## config.mk

```make
export PLATFORM = sky130hd
export DESIGN_NAME = lane_square_scanner
export DESIGN_NICKNAME = d
export VERILOG_FILES = /design/src/rtl/draw_pkg.sv /design/src/rtl/lane_square_index.sv /design/src/rtl/lane_square_scanner.sv
export SDC_FILE = /design/constraint.sdc
export NUM_CORES = 1
export LEC_CHECK = 0
export ABC_CLOCK_PERIOD_IN_PS = 5100
export BUFFER_PORTS_ARGS = -buffer_cell sky130_fd_sc_hd__buf_2
export CORE_MARGIN = 2
export CORE_UTILIZATION = 51
export CTS_BUF_LIST = sky130_fd_sc_hd__clkbuf_4 sky130_fd_sc_hd__clkbuf_8
export DETAILED_ROUTE_END_ITERATION = 10
export PLACE_DENSITY = 0.74
export SKIP_LAST_GASP = 1
export SLEW_MARGIN = 5
export SYNTH_ARGS = -nofsm -noshare
export SYNTH_HDL_FRONTEND = slang
export SYNTH_HIERARCHICAL = 1
export SYNTH_SLANG_ARGS = --single-unit
```

## constraint.sdc

```tcl
create_clock -name clk -period 5.1 [get_ports clk]
set_input_delay 0.51 -clock clk [delete_from_list [all_inputs] [get_ports clk]]
set_output_delay 0.51 -clock clk [all_outputs]
set_load 0.01 [all_outputs]
```

## src/rtl/draw_pkg.sv

```systemverilog
// Shared drawing constants for the 160x120 VGA square pipeline, plus the scanner FSM
// state type and the helper used to size counters.
package draw_pkg;

  localparam logic [2:0] BLACK   = 3'b000;
  localparam logic [2:0] BLUE    = 3'b001;
  localparam logic [2:0] GREEN   = 3'b010;
  localparam logic [2:0] CYAN    = 3'b011;
  localparam logic [2:0] RED     = 3'b100;
  localparam logic [2:0] MAGENTA = 3'b101;
  localparam logic [2:0] YELLOW  = 3'b110;
  localparam logic [2:0] WHITE   = 3'b111;

  localparam int SCREEN_W    = 160;
  localparam int SCREEN_H    = 120;
  localparam int SQUARE_SIZE = 4;

  typedef enum logic [1:0] {IDLE, SCAN, WAIT, DONE} scan_state_t;

  // Index width that stays at least one bit wide for single-entry ranges.
  function automatic int idx_width(input int n);
    return (n <= 2) ? 1 : $clog2(n);
  endfunction

endpackage

```

## src/rtl/lane_square_index.sv

```systemverilog
// Lane/square cursor for the scanner: clears to (0,0), steps square-first, and flags
// the final cell of the grid.
module lane_square_index
  import draw_pkg::*;
#(
  parameter int NUM_LANES   = 3,
  parameter int NUM_SQUARES = 26,
  parameter int LW          = 2,
  parameter int SW          = 5
) (
  input  logic          clk,
  input  logic          reset,
  input  logic          i_clear,
  input  logic          i_advance,
  output logic [LW-1:0] o_lane,
  output logic [SW-1:0] o_sq,
  output logic          o_last
);

  logic [LW-1:0] r_lane;
  logic [SW-1:0] r_sq;
  logic          w_sq_wrap;

  assign w_sq_wrap = (r_sq == SW'(NUM_SQUARES - 1));
  assign o_last    = w_sq_wrap && (r_lane == LW'(NUM_LANES - 1));
  assign o_lane    = r_lane;
  assign o_sq      = r_sq;

  always_ff @(posedge clk or posedge reset) begin
    if (reset) begin
      r_lane <= '0;
      r_sq   <= '0;
    end else if (i_clear) begin
      r_lane <= '0;
      r_sq   <= '0;
    end else if (i_advance) begin
      if (o_last) begin
        r_lane <= '0;
        r_sq   <= '0;
      end else if (w_sq_wrap) begin
        r_sq   <= '0;
        r_lane <= r_lane + 1'b1;
      end else begin
        r_sq <= r_sq + 1'b1;
      end
    end
  end

endmodule

```

## src/rtl/lane_square_scanner.sv

```systemverilog
// Snapshots the lane shift registers on frame_start and issues one handshaked draw
// request per (lane, square) cell, optionally skipping cells unchanged since last frame.
module lane_square_scanner
  import draw_pkg::*;
#(
  parameter int NUM_LANES   = 3,
  parameter int NUM_SQUARES = 26,
  parameter int START_X     = 1,
  parameter int START_Y     = 53,
  parameter int X_OFFSET    = 5,
  parameter int Y_OFFSET    = 11,
  parameter logic [3*NUM_LANES-1:0] LANE_COLOURS = 9'b011110100
) (
  input  logic                           clk,
  input  logic                           reset,
  input  logic [NUM_LANES*NUM_SQUARES-1:0] lane_seq,
  input  logic                           frame_start,
  input  logic                           dirty_only,
  output logic                           draw_req,
  input  logic                           draw_ack,
  output logic [7:0]                     output_x,
  output logic [6:0]                     output_y,
  output logic [2:0]                     colour,
  output logic                           busy,
  output logic                           frame_done
);

  localparam int NCELLS = NUM_LANES * NUM_SQUARES;
  localparam int LW     = idx_width(NUM_LANES);
  localparam int SW     = idx_width(NUM_SQUARES);
  localparam int CW     = idx_width(NCELLS);

  if (NUM_LANES < 1 || NUM_LANES > 8 || NUM_SQUARES < 1 || NUM_SQUARES > 32 ||
      START_X + X_OFFSET*(NUM_SQUARES-1) + SQUARE_SIZE-1 > SCREEN_W-1 ||
      START_Y + Y_OFFSET*(NUM_LANES-1) + SQUARE_SIZE-1 > SCREEN_H-1) begin : g_bad_geometry
    $error("lane_square_scanner: grid does not fit the 160x120 screen");
  end

  scan_state_t       r_state, w_state_next;
  logic [NCELLS-1:0] r_shadow, r_prev;
  logic              r_prev_valid, r_dirty_mode;
  logic              r_draw_req, r_busy, r_frame_done;
  logic [7:0]        r_x;
  logic [6:0]        r_y;
  logic [2:0]        r_colour;

  logic [LW-1:0]     w_lane;
  logic [SW-1:0]     w_sq;
  logic              w_last, w_clear, w_advance, w_skip, w_shadow_bit;
  logic [CW-1:0]     w_cell_idx;
  logic [7:0]        w_x;
  logic [6:0]        w_y;
  logic [2:0]        w_colour;

  lane_square_index #(
    .NUM_LANES  (NUM_LANES),
    .NUM_SQUARES(NUM_SQUARES),
    .LW         (LW),
    .SW         (SW)
  ) u_index (
    .clk      (clk),
    .reset    (reset),
    .i_clear  (w_clear),
    .i_advance(w_advance),
    .o_lane   (w_lane),
    .o_sq     (w_sq),
    .o_last   (w_last)
  );

  assign w_cell_idx   = CW'(w_lane) * CW'(NUM_SQUARES) + CW'(w_sq);
  assign w_shadow_bit = r_shadow[w_cell_idx];
  assign w_skip       = r_dirty_mode & r_prev_valid & (w_shadow_bit == r_prev[w_cell_idx]);
  // Coordinates wrap in the output widths; the geometry check keeps them on screen.
  assign w_x          = 8'(START_X) + 8'(X_OFFSET) * 8'(w_sq);
  assign w_y          = 7'(START_Y) + 7'(Y_OFFSET) * 7'(w_lane);
  assign w_colour     = w_shadow_bit ? LANE_COLOURS[3*w_lane +: 3] : BLACK;

  always_comb begin
    w_state_next = r_state;
    w_clear      = 1'b0;
    w_advance    = 1'b0;
    case (r_state)
      IDLE: begin
        if (frame_start) begin
          w_clear      = 1'b1;
          w_state_next = SCAN;
        end
      end
      SCAN: begin
        if (w_skip) begin
          w_advance    = 1'b1;
          w_state_next = w_last ? DONE : SCAN;
        end else begin
          w_state_next = WAIT;
        end
      end
      WAIT: begin
        if (draw_ack) begin
          w_advance    = 1'b1;
          w_state_next = w_last ? DONE : SCAN;
        end
      end
      DONE:    w_state_next = IDLE;
      default: w_state_next = IDLE;
    endcase
  end

  always_ff @(posedge clk or posedge reset) begin
    if (reset) begin
      r_state      <= IDLE;
      r_shadow     <= '0;
      r_prev       <= '0;
      r_prev_valid <= 1'b0;
      r_dirty_mode <= 1'b0;
      r_draw_req   <= 1'b0;
      r_busy       <= 1'b0;
      r_frame_done <= 1'b0;
      r_x          <= '0;
      r_y          <= '0;
      r_colour     <= '0;
    end else begin
      r_state      <= w_state_next;
      r_frame_done <= (w_state_next == DONE);
      case (r_state)
        IDLE: begin
          if (frame_start) begin
            r_shadow     <= lane_seq;
            r_dirty_mode <= dirty_only;
            r_busy       <= 1'b1;
          end
        end
        SCAN: begin
          if (!w_skip) begin
            r_x        <= w_x;
            r_y        <= w_y;
            r_colour   <= w_colour;
            r_draw_req <= 1'b1;
          end
        end
        WAIT: begin
          if (draw_ack) begin
            r_draw_req         <= 1'b0;
            r_prev[w_cell_idx] <= w_shadow_bit;
          end
        end
        DONE:    r_prev_valid <= 1'b1;
        default: ;
      endcase
      if (w_state_next == DONE) r_busy <= 1'b0;
    end
  end

  assign draw_req   = r_draw_req;
  assign output_x   = r_x;
  assign output_y   = r_y;
  assign colour     = r_colour;
  assign busy       = r_busy;
  assign frame_done = r_frame_done;

endmodule
```

# Word level (Yosys, flattened, before mapping)
# Cells that the tools add are included.
[word_totals]
reg_bits = 188
n_memories = 0
latchBits = 0
mem_bits_rw = 0
input_bits = 83
rom_bits = 0
word_cells = 83
output_inout_bits = 21
[classes]
addsub = 5
n_bitwise = 3
mux = 32
shift = 1
div_mod_pow = 0
n_eq_ne = 9
n_reduce_logical = 14
mul = 4
magnitude_cmp = 2
[op_table]
columns = ["cell", "count"]
rows = [
  ["bitwise mux 78 bit", 1],
  ["2-to-1 mux 5 bit", 4],
  ["2-to-1 mux 2 bit", 8],
  ["binary-select mux 1 bit (select 7 bit)", 2],
  ["2-to-1 mux 1 bit", 12],
  ["AND reduction 2 bit", 5],
  ["variable part select 9 x 5 -> 3 bit, first input constant", 1],
  ["adder 1 x 8 -> 8 bit, first input constant", 1],
  ["equality test 2 bit, second input constant", 4],
  ["less-than comparator 7 x 8 -> 1 bit, second input constant", 1],
  ["multiplier 3 x 5 -> 8 bit, first input constant", 1],
  ["case mux 2 bit (4 select lines)", 1],
  ["nonzero test 2 bit", 4],
  ["adder 6 x 6 -> 7 bit, first input constant", 1],
  ["adder 7 x 5 -> 7 bit", 1],
  ["demux 1 bit (select 7 bit)", 1],
  [">= comparator 7 x 1 -> 1 bit, second input constant", 1],
  ["multiplier 2 x 4 -> 6 bit, second input constant", 1],
  ["multiplier 4 x 2 -> 6 bit, first input constant", 1],
  ["adder 5 x 1 -> 5 bit, second input constant", 1],
  ["equality test 5 bit, second input constant", 1],
  ["multiplier 2 x 2 -> 4 bit, first input constant", 1],
  ["!= test 2 bit, second input constant", 2],
  ["case mux 1 bit (2 select lines)", 2],
  ["10 further kinds", 12],
]

# Longest topological paths before layout
# Gate-level depths: netlist of run 1.
[depth]
ltp_word = 11
mapped_depth = 17
depth_no_buf = 15

# By module
# Netlist of run 1, hierarchy kept.
[modules_own_cells]
columns = ["module", "area_per_inst_um2", "instances", "seq_area_each_um2", "cells_each"]
rows = [
  ["lane_square_scanner", 9288.9, 1, 4504.3, 757],
  ["lane_square_index", 399.1, 1, 175.2, 42],
]

# Worst setup path after synthesis of run 1
# OpenSTA, ideal clock, no wires.
[synth_path]
path_kind = "register to register"
start = "reg u_index.r_lane[0], in the netlist u_index/o_lane[0]"
end = "reg u_index.r_sq[3], in the netlist u_index/o_sq[3]"
required_ns = 5.015
path_buffers = 3
period_less_slack_ns = 4.250
path_stages_with_launch = 18
slack_ns = 0.850
arrival_ns = 4.164
setup_ns = 0.085
path_cell_list = "dfrtp_1 ha_1 fa_1 buf_2 buf_2 mux4_2 mux2i_1 nor2_1 a311oi_1 o21ai_0 o31a_1 buf_4 xor2_4 or2_1 a21boi_0 inv_1 or3_2 a31oi_1"
[synth_via]
elab_chain_cells = 9
word_cells_on_any_way = 16
classes_between = "1 x add/sub; 1 x mul; 2 x eq/ne; 9 x mux; 1 x bitwise; 2 x reduce/logical"
[synth_rtl]
columns = ["item", "line", "source"]
rows = [
  ["start, declared", "lane_square_index.sv:20", "logic [LW-1:0] r_lane;"],
  ["start signal, assigned", "lane_square_index.sv:42", "r_lane <= r_lane + 1'b1;"],
  ["multiplier 2 x 4 -> 6 bit (*)", "lane_square_scanner.sv:70", "assign w_cell_idx = CW'(w_lane) * CW'(NUM_SQUARES) + CW'(w_sq);"],
  ["adder 7 x 5 -> 7 bit (*)", "lane_square_scanner.sv:70", ""],
  ["binary-select mux 1 bit (select 7 bit), on equally long branches", "lane_square_scanner.sv:71, lane_square_scanner.sv:72", ""],
  ["2-to-1 mux 1 bit, on equally long branches", "lane_square_scanner.sv:71, lane_square_scanner.sv:72", ""],
  ["equality test 1 bit (*)", "lane_square_scanner.sv:72", "assign w_skip = r_dirty_mode & r_prev_valid & (w_shadow_bit == r_prev[w_cell_idx]);"],
  ["AND 1 bit (*)", "lane_square_scanner.sv:72", ""],
  ["2-to-1 mux 1 bit (*)", "lane_square_scanner.sv:90", "if (w_skip) begin"],
  ["case mux 1 bit (2 select lines) (*)", "lane_square_scanner.sv:82", "case (r_state)"],
  ["named net w_advance", "lane_square_scanner.sv:49", "logic w_last, w_clear, w_advance, w_skip, w_shadow_bit;"],
  ["nonzero test 2 bit (no line) (*)", "--", ""],
  ["end signal, assigned", "lane_square_index.sv:44", "r_sq <= r_sq + 1'b1;"],
  ["end, declared", "lane_square_index.sv:21", "logic [SW-1:0] r_sq;"],
]
# The timed path passes the listed nets; every way through them passes the cells marked *. The select of a mux whose other input is x is not followed.
# A chain may end at the register's enable or synchronous reset.

# Worst setup path in the final report of run 1
# Same ends and word-level chain as after synthesis.

==> results of run 1 <==
## sequential cells by signal, summed over array words and instances (netlist names)
register / flops
r_shadow: 78
u_index/o_lane: 2
busy: 1
colour: 3
u_index/o_sq: 5
output_x: 8
draw_req: 1
r_prev: 78
frame_done: 1
r_state: 2
r_prev_valid: 1
r_dirty_mode: 1
output_y: 6
## critical path: cells and delay by family (launching register included)
family          cells  cell delay (ns)
xor+xnor            1             0.22
simple gates        4             0.97
buf+inv             3             0.60
compound gates      6             1.64
fa+ha+maj           2             0.79
flops               1             0.50
## Yosys cell counts (2+ instances only)
master     instances
dfrtp_1          187
mux2_2           175
nand2_1          101
nor2_1            42
ha_1              23
o21ai_0           23
clkbuf_1          18
inv_1             18
mux2i_1           18
a21oi_1           16
nand3_1           13
nor3_1            13
buf_2             12
o22ai_1           12
mux4_2            11
a211oi_1           9
nor2b_1            8
mux4_1             6
nand2b_1           6
xnor2_1            6
o221ai_1           5
buf_4              4
mux2_4             4
or3_1              4
xor2_1             4
a221oi_1           3
a311oi_1           3
buf_12             3
o2bb2ai_1          3
a2111oi_0          2
a31oi_1            2
and2_1             2
and4b_1            2
buf_6              2
nor4_1             2
o211ai_1           2
o31a_1             2
o31ai_1            2
or2_2              2
## stage by stage
stage | power (mW) | utilization, % | hold WS, ns | std cells | instance area, µm²
after floorplan | 3.659 | - | 0.3134 | 799 | 9692
after global placement | 4.110 | 56.07 | 0.4813 | 1118 | 10450
after detailed placement | 4.150 | 56.07 | 0.4887 | 1118 | 10450
after CTS | 5.181 | 58.44 | 0.2141 | 1151 | 10900
after global routing | 5.474 | 58.44 | 0.2131 | 1151 | 10900
final | 5.160 | 58.44 | 0.2310 | 1151 | 10900
## how the worst max path moves through the flow
stage	cells past startpoint	to	slack [ns]	startpoint
after global routing	15	u_index/o_lane[0]$_DFFE_PP0P_	0.09	u_index/o_lane[0]$_DFFE_PP0P_
after detailed placement	16	u_index/o_sq[3]$_DFFE_PP0P_	0.44	u_index/o_lane[0]$_DFFE_PP0P_
after global placement	16	u_index/o_sq[3]$_DFFE_PP0P_	0.50	u_index/o_lane[0]$_DFFE_PP0P_
after CTS	16	u_index/o_sq[3]$_DFFE_PP0P_	0.38	u_index/o_lane[0]$_DFFE_PP0P_
final	16	u_index/o_sq[3]$_DFFE_PP0P_	0.29	u_index/o_lane[0]$_DFFE_PP0P_
after floorplan	17	u_index/o_sq[3]$_DFFE_PP0P_	0.85	u_index/o_lane[0]$_DFFE_PP0P_
## power groups by stage
stage	combinational, mW	clock (mW)	sequential [mW]
6_report	2.02	1.03	2.11
3_3_place_gp	1.99	0	2.12
4_1_cts	2.02	1.05	2.11
2_1_floorplan	1.60	0	2.06
5_1_grt	2.20	1.11	2.17
3_5_place_dp	2.01	0	2.14
## kinds of logic after synthesis
| kind of cell | synth area share [%] |
|---|---|
| multiplexers | 27.01 |
| AND/OR/NAND/NOR | 9.402 |
| flip-flops | 48.30 |
| AO/OA/AOI/OAI | 7.349 |
| buffers and inverters | 3.293 |
| adder cells (fa/ha/maj) | 3.177 |
| XOR/XNOR | 1.472 |
## cell type report
cell class	count	area share, %
Timing Repair Buffer	126	6.569
Multi-Input combinational cell	552	43.08
Clock inverter	15	1.826
Tap cell	234	2.687
Sequential cell	187	42.96
Clock buffer	17	2.147
Inverter	20	0.7350
## metal layers
metal  vias up  track usage (%)  part of all wire [%]  routed length [µm]
met4         0            6.158                   1.5                 326
li1       3086                -                     -                   -
met5         -                0                     0                   0
met3        25            4.725                   6.5                1408
met1      3339            31.69                    45                9742
met2       250            35.69                    47               10200
## cells in the final DEF, fill, tap and decap left out, types with 9 or more instances in the layout
| cell | instances |
|---|---|
| dfrtp_1 | 186 |
| mux2_2 | 175 |
| buf_2 | 103 |
| nand2_1 | 101 |
| nor2_1 | 42 |
| o21ai_0 | 23 |
| ha_1 | 22 |
| buf_4 | 20 |
| mux2i_1 | 18 |
| inv_1 | 17 |
| clkbuf_8 | 17 |
| a21oi_1 | 16 |
| nand3_1 | 13 |
| nor3_1 | 13 |
| o22ai_1 | 12 |
| mux4_2 | 11 |
| a211oi_1 | 9 |
==> qor.csv, run 1 <==
metric;value;unit
status;completed;
grt_overflow;0;
cp-start-kind;flop;
postCtsSetupBuffers;0;
min-delay-start;lane_seq[51];
setup_viol;0;
synth_area;9688;µm²
antenna_cells;0;
min_delay_worst_endpoint;r_shadow[51]$_DFFE_PP0P_;
multi_input_area;4693;µm²
slowest_delay;0.57;ns
synth_edf_count;0;
yosysSeqAreaShare;48.30;%
ir_worst_vdd;348.5;µV
critPathSlowestCell;a2111oi_0;
chipHeight;141.8;µm
pwr-share-comb;39.2;%
initial_utilization;51.97;%
numCtsBuffers;17;
post_cts_resize_count;0;
wl_per_cell;18.83;µm
pre_cts_ws;0.4365;ns
syn_nets;906;
io_buffers;103;
power_frac_clock;19.9;%
crit_chain;ha_2, fa_1, buf_12, nand2_1, buf_4, o22ai_1, a21oi_1, a2111oi_0, nor4_1, o31a_2, xor2_4, or2_1, a21boi_0, inv_1, or3_2, a31oi_1;
num_vias;6700;
synthCells;799;
reg2reg_depth;16;
power_density;473.6;nW/µm²
rr_endpoint;u_index/o_sq[3]$_DFFE_PP0P_;
wl;21670;µm
cts_root_buf;clkbuf_8;
hold_depth;2;
grt_max_degree;154;
cts_sinks;187;
hold_path_class;input port to flop;
grt_use_total;22.51;%
ff2ff_setup_slack;0.29;ns
fin_crit;4.809;ns
firstDrtPassIters;5;
area_growth;12.46;%
fin_ws;0.2908;ns
synth_ff_type;dfrtp_1;
gp_congestion;0.9307;
setup.worst_path.class;flop to flop;
skew;0.01799;ns
antenna_found_initial;0;
maxSlewHeadroom;12.88;%
switching_share;38.05;%
dpl.hpwl;14950;µm
worstReg2RegStart;u_index/o_lane[0]$_DFFE_PP0P_;
cp_max_fo;37;
p_seq_share;40.9;%
drv_slew;0;
synth_cell_types;68;
core;18640;µm²
syn_area_per_cell;12.13;µm²
holdBufCountCts;1;
hold_violations;0;
synthArstFlopShare;100.0;%
final_antenna_net_count;0;
fill_cells;1534;
via_per_inst;5.821;
drc;0;
arrival;5.21;ns
pin_count;104;
power_switching;1.963;mW
min_period_over_period;94.30;%
ctsHtreeMaxLevel;4;
cts_tree;done;
synth_area_leaders;dfrtp_1, mux2_2, nand2_1;
netlist.area_leader.share;48.30;%
worst_pin_slew;1.297;ns
ys_warn_count;6;
clock_latency;0.50;ns
cap_violations;0;
die_w;141.8;µm
nets;1011;
end_kind;flop;
max-clock-path-buffers;2;
intPower;3.197;mW
ys_ff_latch;187;
critPathRequiredTime;5.50;ns
layout.area.seq;4681;µm²
p_leak;4.928;nW
path_clk_slew;0.12;ns
grt_pass1_wl;35560;µm
drt_iter0_markers;643;
first_global_vias;6788;
grt_setup_unrepaired;false;
tns;0;ns
fp.dieArea;20110;µm²
yosysTopAreaCell;dfrtp_1;
num_rows;50;
drive_above_1_share;39.80;%
fmaxAchievable;0.2079;GHz
Note: power is estimated with default switching activity, not from simulation.
==> run 2: changes to the inputs <==
Settings changed: PLACE_DENSITY 0.74 to 0.71.
==> run 2 against run 1 <==
Critical path depth is 1 lower. Final cell count is 0.35% higher. Worst hold slack better by 0.033 ns. Critical path type unchanged. Critical endpoint unchanged.
==> qor.csv, run 2 (synthesis gave the netlist of run 1 again) <==
metric;value;unit;change
hold_depth;2;;unchanged
arrival;5.11;ns;-0.10 ns
max-clock-path-buffers;2;;unchanged
slowest_delay;0.56;ns;about the same
p_leak;4.919;nW;-0.18%
multi_input_area;4711;µm²;+0.37%
dpl.hpwl;14950;µm;about the same
final_antenna_net_count;0;;unchanged
power_density;466.6;nW/µm²;-1.5%
layout.area.seq;4681;µm²;unchanged
fill_cells;1553;;+1.2%
cts_sinks;187;;unchanged
grt_max_degree;82;;-47%
final_common_cell;dfrtp_1;;
hold_violations;0;;unchanged
drc;0;;unchanged
cp_max_fo;14;;-62%
drive_above_1_share;40.33;%;+0.52 points
critPathRequiredTime;5.50;ns;about the same
chipHeight;141.8;µm;unchanged
nets;1014;;+0.30%
crit_chain;ha_2, fa_2, buf_4, or3b_2, o21ai_0, a221oi_1, a211oi_1, nor3_1, a211o_4, xor2_4, or2_1, a21boi_0, inv_1, or3_2, a31oi_1;;
reg2reg_depth;15;;-1
io_buffers;103;;unchanged
fmaxAchievable;0.2121;GHz;+2.0%
drv_slew;0;;unchanged
num_vias;6695;;-0.075%
grt_use_total;22.54;%;+0.029 points
status;completed;;
fin_crit;4.715;ns;-0.09413 ns
core;18640;µm²;unchanged
via_per_inst;5.797;;-0.42%
min_delay_worst_endpoint;r_shadow[3]$_DFFE_PP0P_;;
numCtsBuffers;17;;unchanged
num_rows;50;;unchanged
end_kind;flop;;
maxSlewHeadroom;44.02;%;+31 points
first_global_vias;6846;;+0.85%
initial_utilization;51.97;%;unchanged
grt_setup_unrepaired;false;;
pin_count;104;;unchanged
cts_root_buf;clkbuf_8;;
wl_per_cell;18.66;µm;-0.91%
fp.dieArea;20110;µm²;unchanged
skew;0.01619;ns;-0.001795 ns
firstDrtPassIters;5;;unchanged
fin_hold_ws;0.2642;ns;+0.03316 ns
die_w;141.8;µm;unchanged
grt_overflow;0;;unchanged
hold_path_class;input port to flop;;
ctsHtreeMaxLevel;4;;unchanged
clock_latency;0.47;ns;-0.03 ns
ir_worst_vdd;292.5;µV;-16%
path_clk_slew;0.11;ns;about the same
cp-start-kind;flop;;
grt_pass1_wl;35540;µm;about the same
min_period_over_period;92.45;%;-1.8 points
worst_pin_slew;0.8366;ns;-0.4603 ns
tns;0;ns;unchanged
mostFrequentLayoutCells;dfrtp_1, mux2_2, buf_2, nand2_1, nor2_1;;
drt_iter0_markers;541;;-16%
worstReg2RegStart;u_index/o_sq[1]$_DFFE_PP0P_;;
area_growth;12.05;%;
ff2ff_setup_slack;0.38;ns;+0.09 ns
critPathSlowestCell;fa_2;;
cap_violations;0;;unchanged
wl;21550;µm;-0.57%
setup.worst_path.class;flop to flop;;
gp_congestion;0.8790;;-5.6%
cts_tree;done;;
setup_viol;0;;unchanged
antenna_found_initial;1;;+1
min-delay-start;lane_seq[3];;
rr_endpoint;u_index/o_sq[3]$_DFFE_PP0P_;;
[run 2: layout make-up]
| type | count | share of cell area [%] |
|---|---|---|
| clock buffer | 18 | 2.225 |
| multi-input combinational | 552 | 43.40 |
| inverter | 20 | 0.7377 |
| antenna | 1 | 0.02305 |
| tap | 234 | 2.697 |
| clock inverter | 14 | 1.233 |
| sequential | 187 | 43.12 |
| timing repair buffer | 129 | 6.570 |
[run 2: routing by layer]
metal / part of all wire (%) / wire length, µm / vias to the layer above / track usage, %
met5: 0 / 0 / - / 0
met4: 2.2 / 473 / 0 / 8.000
met3: 6.4 / 1385 / 39 / 5.231
met2: 45 / 9796 / 231 / 34.77
met1: 46 / 9893 / 3331 / 31.49
li1: - / - / 3094 / -
[run 2: stage by stage]
step	instance area (µm²)	std cells	power, mW	utilization, %	worst slack [ns]
floorplan	9692	799	3.659	-	0.8504
global placement	10450	1121	4.104	56.05	0.4115
detailed placement	10450	1121	4.140	56.05	0.2979
CTS	10840	1154	5.105	58.12	0.2612
global route	10860	1155	5.373	58.23	0.1139
finish	10860	1155	5.065	58.23	0.3850
[run 2: critical path, delay by kind of cell, from the launching register on]
kind / cells / cell delay, ns
DFF: 1 / 0.49
and+or+nand+nor: 4 / 1.33
buffers and inverters: 2 / 0.44
AOI/OAI and AO/OA: 6 / 1.38
xor gates and xnor gates: 1 / 0.19
adders and majority gates: 2 / 0.81
[run 2: where the power goes]
group / internal [mW] / leakage [nW] / switching (mW)
Sequential: 1.87 / 2.38 / 0.244
Combinational: 0.934 / 2.35 / 1.05
Clock: 0.403 / 0.188 / 0.558
[run 2: worst max-delay path by stage]
stage | from | to | cells after the start
CTS | u_index/o_sq[1]$_DFFE_PP0P_ | u_index/o_sq[3]$_DFFE_PP0P_ | 15
global route | u_index/o_sq[1]$_DFFE_PP0P_ | u_index/o_lane[0]$_DFFE_PP0P_ | 14
floorplan | u_index/o_lane[0]$_DFFE_PP0P_ | u_index/o_sq[3]$_DFFE_PP0P_ | 17
detailed placement | u_index/o_sq[1]$_DFFE_PP0P_ | u_index/o_sq[3]$_DFFE_PP0P_ | 15
finish | u_index/o_sq[1]$_DFFE_PP0P_ | u_index/o_sq[3]$_DFFE_PP0P_ | 15
global placement | u_index/o_sq[1]$_DFFE_PP0P_ | u_index/o_sq[3]$_DFFE_PP0P_ | 15
[run 2: repair_timing]
action                                  CTS  global route
hold buffers                              1             0
endpoints found under the setup margin    0             5
endpoints found under the hold margin     7             0
setup buffers                             0             0
resized for setup                         0             3
==> run 3: changes to the inputs <==
Settings changed: CORE_MARGIN 2 to 4.
==> run 3 against run 2 <==
Global-route usage fell by 1.8 points. Setup slack lost 0.0070 ns. First-iteration DRC count fell by 23%. Final area about the same. Total power is 1.7% higher. Clock skew is essentially flat. Clock power grew 9%. Critical endpoint unchanged.
==> qor.csv, run 3 (synthesis gave the netlist of run 1 again) <==
metric;value;unit;change
status;completed;;
pre_cts_ws;0.4326;ns;+0.1347 ns
nets;1010;;-0.39%
max-clock-path-buffers;2;;unchanged
maxSlewHeadroom;37.03;%;-7.0 points
grt_use_total;20.74;%;-1.8 points
core;18710;µm²;+0.34%
chipHeight;145.8;µm;+2.8%
cts_tree;done;;
die_w;145.8;µm;+2.8%
min-delay-start;lane_seq[30];;
end_kind;flop;;
fill_cells;1584;;+2.0%
first_global_vias;6639;;-3.0%
area_growth;12.13;%;about the same
postCtsSetupBuffers;0;;unchanged
skew;0.01641;ns;+0.0002117 ns
p_leak;4.921;nW;about the same
fin_crit;4.722;ns;+0.007021 ns
initial_utilization;51.79;%;-0.17 points
drc;0;;unchanged
drv_slew;0;;unchanged
io_buffers;103;;unchanged
wl;21840;µm;+1.3%
critPathRequiredTime;5.47;ns;-0.03 ns
hold_depth;2;;unchanged
numCtsBuffers;17;;unchanged
setup.worst_path.class;flop to flop;;
tns;0;ns;unchanged
fp.dieArea;21260;µm²;+5.7%
grt_pass1_wl;35510;µm;about the same
hold_path_class;input port to flop;;
cp-start-kind;flop;;
num_vias;6667;;-0.42%
antenna_cells;0;;-1
mostFrequentLayoutCells;dfrtp_1, mux2_2, buf_2, nand2_1, nor2_1;;
place_area;10430;µm²;-0.17%
drive_above_1_share;39.85;%;-0.48 points
fmaxAchievable;0.2118;GHz;-0.15%
fin_ws;0.3779;ns;-0.007021 ns
cap_violations;0;;unchanged
via_per_inst;5.797;;about the same
firstDrtPassIters;5;;unchanged
ctsHtreeMaxLevel;4;;unchanged
setup_viol;0;;unchanged
hold_violations;0;;unchanged
path_clk_slew;0.10;ns;about the same
worst_pin_slew;0.9446;ns;+0.1080 ns
cts_root_buf;clkbuf_8;;
arrival;5.10;ns;about the same
ff2ff_setup_slack;0.38;ns;about the same
rr_endpoint;u_index/o_sq[3]$_DFFE_PP0P_;;
grt_setup_unrepaired;false;;
min_delay_worst_endpoint;r_shadow[30]$_DFFE_PP0P_;;
drt_iter0_markers;415;;-23%
clock_latency;0.47;ns;about the same
final_common_cell;dfrtp_1;;
cp_max_fo;9;;-5
grt_max_degree;82;;unchanged
gp_congestion;0.8755;;-0.40%
min_period_over_period;92.59;%;+0.14 points
pin_count;104;;unchanged
grt_overflow;0;;unchanged
cts_sinks;187;;unchanged
reg2reg_depth;15;;unchanged
antenna_found_initial;1;;unchanged
finalInstanceArea;10860;µm²;about the same
num_rows;50;;unchanged
worstReg2RegStart;u_index/o_lane[0]$_DFFE_PP0P_;;
wl_per_cell;18.99;µm;+1.8%
fin_hold_ws;0.2657;ns;+0.001524 ns
power_density;474.2;nW/µm²;+1.6%
final_antenna_net_count;0;;unchanged
ir_worst_vdd;483.6;µV;+65%
dpl.hpwl;14990;µm;+0.27%
## run 3: cell types whose count changed in the layout (fill, tap and decap cells not counted), moves of 2 or more
| cell | change |
|---|---|
| clkinvlp_4 | -2 |
| xnor2_2 | -2 |
| clkinv_2 | -2 |
| xnor2_1 | +2 |
| buf_4 | -5 |
## run 3: per-stage QoR
stage                     std cells  util, %  total power [mW]
after CTS                      1150    58.05             5.190
after detailed placement       1117    55.77             4.139
after global placement         1117    55.77             4.116
after floorplan                 799        -             3.659
final                          1150    58.07             5.151
after global routing           1150    58.07             5.481
## run 3: metal layers
metal / global-route usage, % / wire length [µm] / up-vias / part of all wire (%)
met5: 0 / 13 / - / 0.060
met4: 6.268 / 409 / 2 / 1.9
met3: 4.516 / 1161 / 39 / 5.3
met2: 33.03 / 10360 / 188 / 47
met1: 28.70 / 9891 / 3335 / 45
li1: - / - / 3103 / -
## run 3: worst max path at each step
stage,startpoint,to,slack [ns],cells after the start
4_1_cts,u_index/o_lane[0]$_DFFE_PP0P_,u_index/o_sq[3]$_DFFE_PP0P_,0.37,15
5_1_grt,u_index/o_lane[0]$_DFFE_PP0P_,u_index/o_sq[3]$_DFFE_PP0P_,0.06,15
3_3_place_gp,u_index/o_lane[0]$_DFFE_PP0P_,u_index/o_sq[3]$_DFFE_PP0P_,0.52,15
3_5_place_dp,u_index/o_lane[0]$_DFFE_PP0P_,u_index/o_sq[3]$_DFFE_PP0P_,0.43,15
6_report,u_index/o_lane[0]$_DFFE_PP0P_,u_index/o_sq[3]$_DFFE_PP0P_,0.38,15
2_1_floorplan,u_index/o_lane[0]$_DFFE_PP0P_,u_index/o_sq[3]$_DFFE_PP0P_,0.85,17
## run 3: where the power goes
part | switching (mW) | total, mW | internal (mW)
registers | 0.238 | 2.11 | 1.87
logic | 1.06 | 2.00 | 0.937
clock network | 0.578 | 1.05 | 0.468
total | 1.87 | 5.15 | 3.28
## run 3: cell type report
cell class              count  area (µm²)  area share [%]
clock buffers              18       247.7           2.281
clock inverters            14       167.7           1.543
flip-flops and latches    187        4681           43.09
inverters                  20       80.08          0.7372
multi-input cells         552        4698           43.25
well taps                 234       292.8           2.695
repair buffers            125       695.7           6.404
## run 3: timing repair
| item | CTS | global route |
|---|---|---|
| endpoints found under the setup margin | 0 | 0 |
| hold buffers | 1 | 0 |
| resized for setup | 0 | 0 |
| endpoints found under the hold margin | 20 | 0 |
## run 3: critical path: stages, from the launching register on
cell and delay (ns):
dfrtp_1 0.54, inv_1 0.17, ha_1 0.39, ha_1 0.43, and3_1 0.22, o2bb2ai_1 0.13
xnor2_1 0.44, nand2_1 0.26, a2111oi_2 0.39, a211o_4 0.18, xor2_4 0.10, or2_1 0.28
a21boi_0 0.27, inv_1 0.19, or3_2 0.47, a31oi_1 0.16
